<file path="config.mk">
export PLATFORM = sky130hd
export DESIGN_NAME = tdr_guarded_param_ctrl
export DESIGN_NICKNAME = d
export VERILOG_FILES = /design/src/rtl/tdr_guarded_param_ctrl.sv
export SDC_FILE = /design/constraint.sdc
export NUM_CORES = 1
export LEC_CHECK = 0
export ABC_AREA = 1
export ABC_CLOCK_PERIOD_IN_PS = 2000
export CORE_MARGIN = 2
export CORE_UTILIZATION = 30
export DETAILED_ROUTE_END_ITERATION = 16
export GPL_TIMING_DRIVEN = 0
export PLACE_DENSITY = 0.52
export RECOVER_POWER = 25
export SLEW_MARGIN = 20
export SYNTH_ARGS = -nofsm -noshare
export SYNTH_HDL_FRONTEND = slang
export SYNTH_SLANG_ARGS = --single-unit
export TNS_END_PERCENT = 100
</file>
<file path="constraint.sdc">
create_clock -name ijtag_tck -period 2 [get_ports ijtag_tck]
set_input_delay 0.2 -clock ijtag_tck [delete_from_list [all_inputs] [get_ports ijtag_tck]]
set_output_delay 0.2 -clock ijtag_tck [all_outputs]
set_load 0.005 [all_outputs]
</file>
<file path="src/rtl/tdr_guarded_param_ctrl.sv">
// IJTAG test data register with a negedge shadow, shift-length guard on update,
// self-clearing pulse bits and a low-transparent retiming latch on scan out.
module tdr_guarded_param_ctrl #(
  parameter int               WIDTH        = 20,
  parameter logic [WIDTH-1:0] RESET_VALUE  = '0,
  parameter logic [WIDTH-1:0] CAPTURE_MASK = '0,
  parameter logic [WIDTH-1:0] PULSE_MASK   = '0,
  parameter int               PULSE_LEN    = 4,
  parameter int               LENGTH_CHECK = 1
) (
  input  logic             ijtag_tck,
  input  logic             ijtag_reset,
  input  logic             ijtag_sel,
  input  logic             ijtag_ce,
  input  logic             ijtag_se,
  input  logic             ijtag_ue,
  input  logic             ijtag_si,
  input  logic [WIDTH-1:0] status_in,
  output logic [WIDTH-1:0] data_out,
  output logic             ijtag_so,
  output logic             length_err
);

  localparam int             CW       = $clog2(WIDTH + 2);
  localparam logic [CW-1:0]  CNT_FULL = CW'(WIDTH);
  localparam logic [CW-1:0]  CNT_SAT  = CW'(WIDTH + 1);
  localparam logic [7:0]     PLEN     = 8'(PULSE_LEN);

  logic [WIDTH-1:0] tdr, shadow, cap_val, shift_val;
  logic [CW-1:0]    shift_cnt;
  logic [7:0]       pulse_cnt;
  logic             err_q, so_l;
  logic             upd_req, upd_ok, pulse_hit;

  assign cap_val   = (CAPTURE_MASK & status_in) | (~CAPTURE_MASK & shadow);
  assign upd_req   = ijtag_ue & ijtag_sel;
  assign upd_ok    = upd_req & ((LENGTH_CHECK == 0) || (shift_cnt == CNT_FULL));
  assign pulse_hit = |(tdr & PULSE_MASK);

  generate
    if (WIDTH == 1) begin : g_shift1
      assign shift_val = ijtag_si;
    end else begin : g_shiftn
      assign shift_val = {ijtag_si, tdr[WIDTH-1:1]};
    end
  endgenerate

  // Capture wins over shift; the counter saturates so over-shifting never aliases to WIDTH.
  always_ff @(posedge ijtag_tck or posedge ijtag_reset) begin
    if (ijtag_reset) begin
      tdr       <= '0;
      shift_cnt <= '0;
    end else if (ijtag_sel && ijtag_ce) begin
      tdr       <= cap_val;
      shift_cnt <= '0;
    end else if (ijtag_sel && ijtag_se) begin
      tdr <= shift_val;
      if (shift_cnt != CNT_SAT) shift_cnt <= shift_cnt + CW'(1);
    end
  end

  // An accepted update restarts the pulse timer; otherwise it runs down regardless of sel.
  always_ff @(negedge ijtag_tck or posedge ijtag_reset) begin
    if (ijtag_reset) begin
      shadow    <= RESET_VALUE;
      err_q     <= 1'b0;
      pulse_cnt <= '0;
    end else if (upd_ok) begin
      shadow    <= tdr;
      err_q     <= 1'b0;
      pulse_cnt <= pulse_hit ? PLEN : 8'd0;
    end else begin
      if (upd_req) err_q <= 1'b1;
      if (pulse_cnt > 8'd1) begin
        pulse_cnt <= pulse_cnt - 8'd1;
      end else if (pulse_cnt == 8'd1) begin
        shadow    <= shadow & ~PULSE_MASK;
        pulse_cnt <= '0;
      end
    end
  end

  always_latch begin
    if (ijtag_reset)     so_l <= 1'b0;
    else if (!ijtag_tck) so_l <= tdr[0];
  end

  assign data_out   = shadow;
  assign length_err = err_q;
  assign ijtag_so   = so_l;

endmodule

</file>
* Word level (Yosys, flattened, before mapping)
Cells that the tools add are included.
** Cells by class
- $add $sub $neg :: 1
- Multiply operators :: 0
- Divide/modulo/power cells :: 0
- Magnitude comparators :: 0
- Eq/ne operators :: 2
- Shift-type cells :: 0
- Mux-type cells :: 11
- Bitwise gates (word level) :: 2
- Reductions and logical operators :: 6
** Operator list (count)
- 20-bit 2-to-1 mux :: 2
- 5-bit 2-to-1 mux :: 3
- 1-bit 2-to-1 mux :: 6
- 2-bit nonzero test :: 3
- 5-bit by 1-bit adder with 5-bit output, second input constant :: 1
- 5-bit equality test, second input constant :: 1
- 5-bit inequality test, second input constant :: 1
- 1-bit bitwise AND :: 2
- 1-bit logical AND :: 2
- 2-bit AND reduction :: 1
** Word-level totals
- Register bits after elaboration :: 46
- Latch bits :: 1
- RAM bits :: 0
- ROM bits :: 0
- Output and inout port bits :: 22
- Logic and storage cells :: 27
- Memories kept :: 0

* Depth between registers and ports, before layout
- Depth in word-level cells :: 4
- Gate-level depth with buffers :: 9
- Gate-level depth less buffers :: 8

==> metrics.yaml <==
highest_layer: "met4"
cts-hold-fix-buffers: 0
insertedDiodeCount: 0
via_per_inst: 4.84
post-dp-hpwl_um: 3100
cp_max_stage_delay_ns: 0.42
pin_slew_with_the_least_headroom_to_its_limit_ns: 1.00
pre_cts_ws_ns: -0.674
cell_area_after_synthesis_um2: 2050
p_switching_mw: 0.547
commonest_non_fill_non_tap_cell_in_the_layout: "o21ai_0"
cp_max_fo: 6
cts.reportedPaths.clkPinSlew_ns: 0.08
grt_pass1_wl_um: 8770
seqPwrFrac_pct: 49.2
layout.cells.most_common_list: "o21ai_0, buf_4, buf_2"
timing.critical_path.arrival_ns: 1.66
synth_area_per_cell_um2: 8.74
path_cells: "inv_2 > ha_4 > nand2_2 > nor2_2 > nand3_2 > buf_6 > buf_16 > nand2_2 > o21ai_2"
floorplan.io_pins: 49
cell_internal_pwr_mw: 1.54
fin_hold_ws_ns: 0.310
clockPowerShare_pct: 39.5
sw_frac_of_total_pct: 26.2
firstDrtPassIters: 4
gp_congestion: 0.796
synth.net_count: 265
critical_path_class: "register to register"
placeable_core_region_um2: 6720
crit_path_end_kind: "register"
relSlewSlack_pct: 32.8
cp.required_ns: 1.28
die_h_um: 86.8
die-area_um2: 7530
worst_setup_path_start_kind: "register"
area_growth_pct: 45.4
hold_viol_final: 0
routedLengthMet1_um: 2500
final_antenna_net_count: 0
rsz0062_at_grt: "yes"
cpMostUsedCell: "nand2_2"
max_cap_violations: 0
post_synth_inst_count: 235
die_w_um: 86.8
logic_pwr_share_pct: 11.3
cts_tree: "done"
wl_met2_um: 2510
vias: 1912
finish.net_count: 344
final.setup.worst_slack_ns: -0.385
std_cell_rows: 30
layout_cells_sized_above_1_pct: 37.5
routed-wl-met3_um: 240
grt-ovfl-total: 0
groute.usage.overall_pct: 15.4
outcome: "finished, violations left"
insertion_delay_ns: 0.40
synth_seq_cells: 47
power.density_cell_area_nw_per_um2: 700
grt_antenna_before_repair: 0
final.setup_skew_ns: 0.0635
drt_iter0_drc: 101
report.final.setup_viol: 42
synth.distinct_cells: 19
ir_worst_vdd_mv: 0.365
fill_cells: 667
totalPowerFinal_mw: 2.09
violations: "negative setup slack"
hp-class: "primary input to clock gate"
first_global_vias: 1817
power.static_leakage_nw: 1.52
final_max_slew_viol_count: 0
critical_path.slowest_cell: "dfrtp_2"
port_buffers: 28
drt-total-wl_um: 5380
yosys_warnings: 0
grt_start_max_net_pins: 48
totalNegativeSetupSlack_ns: -10.82
drc_errors: 0
post_drt_wl_per_cell_um: 13.6
start_util_pct: 30.6
==> metal layers <==
metal  up-vias  global-route usage [%]
met5         -                       0
li1        932                       -
met4         0                    6.68
met3        10                    4.48
met1       928                    20.8
met2        42                    22.8
==> registers in the layout (all words and copies together) (netlist names) <==
register,cells
tdr,20
length_err,1
data_out,20
ijtag_so,1
shift_cnt,5
==> critical path, delay by kind of cell (launching register included) <==
kind / cells / cell delay (ns)
AOI/OAI and AO/OA: 1 / 0.04
adders and majority gates: 1 / 0.12
buffers and inverters: 3 / 0.38
DFF: 1 / 0.42
and+or+nand+nor: 4 / 0.29
==> kinds of logic after synthesis <==
kind of cell / Yosys count / synth area share (%)
buffers and inverters: 39 / 8.16
xor gates and xnor gates: 1 / 0.426
AOI/OAI and AO/OA: 76 / 18.6
latches: 1 / 0.731
and+or+nand+nor: 69 / 14.2
DFF: 46 / 56.0
adders and majority gates: 3 / 1.83
==> metrics by stage <==
step | cells | utilization (%) | instance area [um2]
finish | 395 | 44.5 | 2990
global route | 395 | 44.5 | 2990
CTS | 384 | 42.0 | 2820
detailed placement | 343 | 36.3 | 2440
global placement | 343 | 36.3 | 2440
floorplan | 235 | - | 2060
==> power by group through the flow <==
stage | sequential [mW] | clock [mW] | combinational [mW]
after global routing | 1.03 | 0.903 | 0.272
final | 1.03 | 0.826 | 0.236
after CTS | 1.03 | 0.849 | 0.219
after detailed placement | 1.05 | 0.00416 | 0.198
after global placement | 1.05 | 0.00416 | 0.195
after floorplan | 1.04 | 0.00414 | 0.135
==> cells in the mapped netlist <==
| library cell | instances | area, um2 |
|---|---|---|
| o21ai_0 | 72 | 360 |
| nand2_1 | 42 | 158 |
| inv_1 | 26 | 97.6 |
| dfrtp_1 | 25 | 626 |
| dfrtn_1 | 21 | 526 |
| nand3_1 | 16 | 80.1 |
| nor2_1 | 8 | 30.0 |
| clkbuf_1 | 6 | 22.5 |
| buf_2 | 4 | 20.0 |
| ha_1 | 3 | 37.5 |
| a21oi_1 | 2 | 10.0 |
| buf_6 | 2 | 22.5 |
| nand4_1 | 2 | 12.5 |
| clkbuf_2 | 1 | 5.00 |
| dlxtp_1 | 1 | 15.0 |
| nand2_4 | 1 | 11.3 |
| o21ai_1 | 1 | 5.00 |
| o21bai_1 | 1 | 7.51 |
| xor2_1 | 1 | 8.76 |
==> repair_timing <==
action,4_1_cts,5_1_grt
resized for setup,129,34
pin swaps,2,2
gates cloned,1,0
setup buffers,28,10
endpoints found under the setup margin,43,43
==> worst paths after layout <==
| kind | startpoint | endpoint | slack [ns] | cells after the start |
|---|---|---|---|---|
| max | shift_cnt[0] | data_out[6] | -0.39 | 9 |
| min | ijtag_reset | clock gate | 0.31 | 3 |
| max reg2reg | shift_cnt[0] | data_out[6] | -0.39 | 9 |
| min reg2reg | data_out[15] | data_out[15] | 0.51 | 3 |
| max in group asynchronous | ijtag_reset | data_out[6] | 0.04 | 3 |
| max in group gated | ijtag_reset | clock gate | 0.25 | 3 |
| min in group asynchronous | ijtag_reset | tdr[12] | 0.44 | 2 |
| min in group ijtag_tck | ijtag_si | tdr[19] | 0.47 | 3 |
==> cell type report <==
type | instances | area, um2 | area share [%]
clock buffers | 11 | 141 | 4.73
inverters | 26 | 98.8 | 3.31
flip-flops and latches | 47 | 1170 | 39.1
clock inverters | 1 | 8.76 | 0.293
repair buffers | 68 | 532 | 17.8
well taps | 80 | 100 | 3.35
multi-input cells | 149 | 833 | 27.9
plain buffers | 13 | 105 | 3.52
Note: power is estimated with default switching activity, not from simulation.
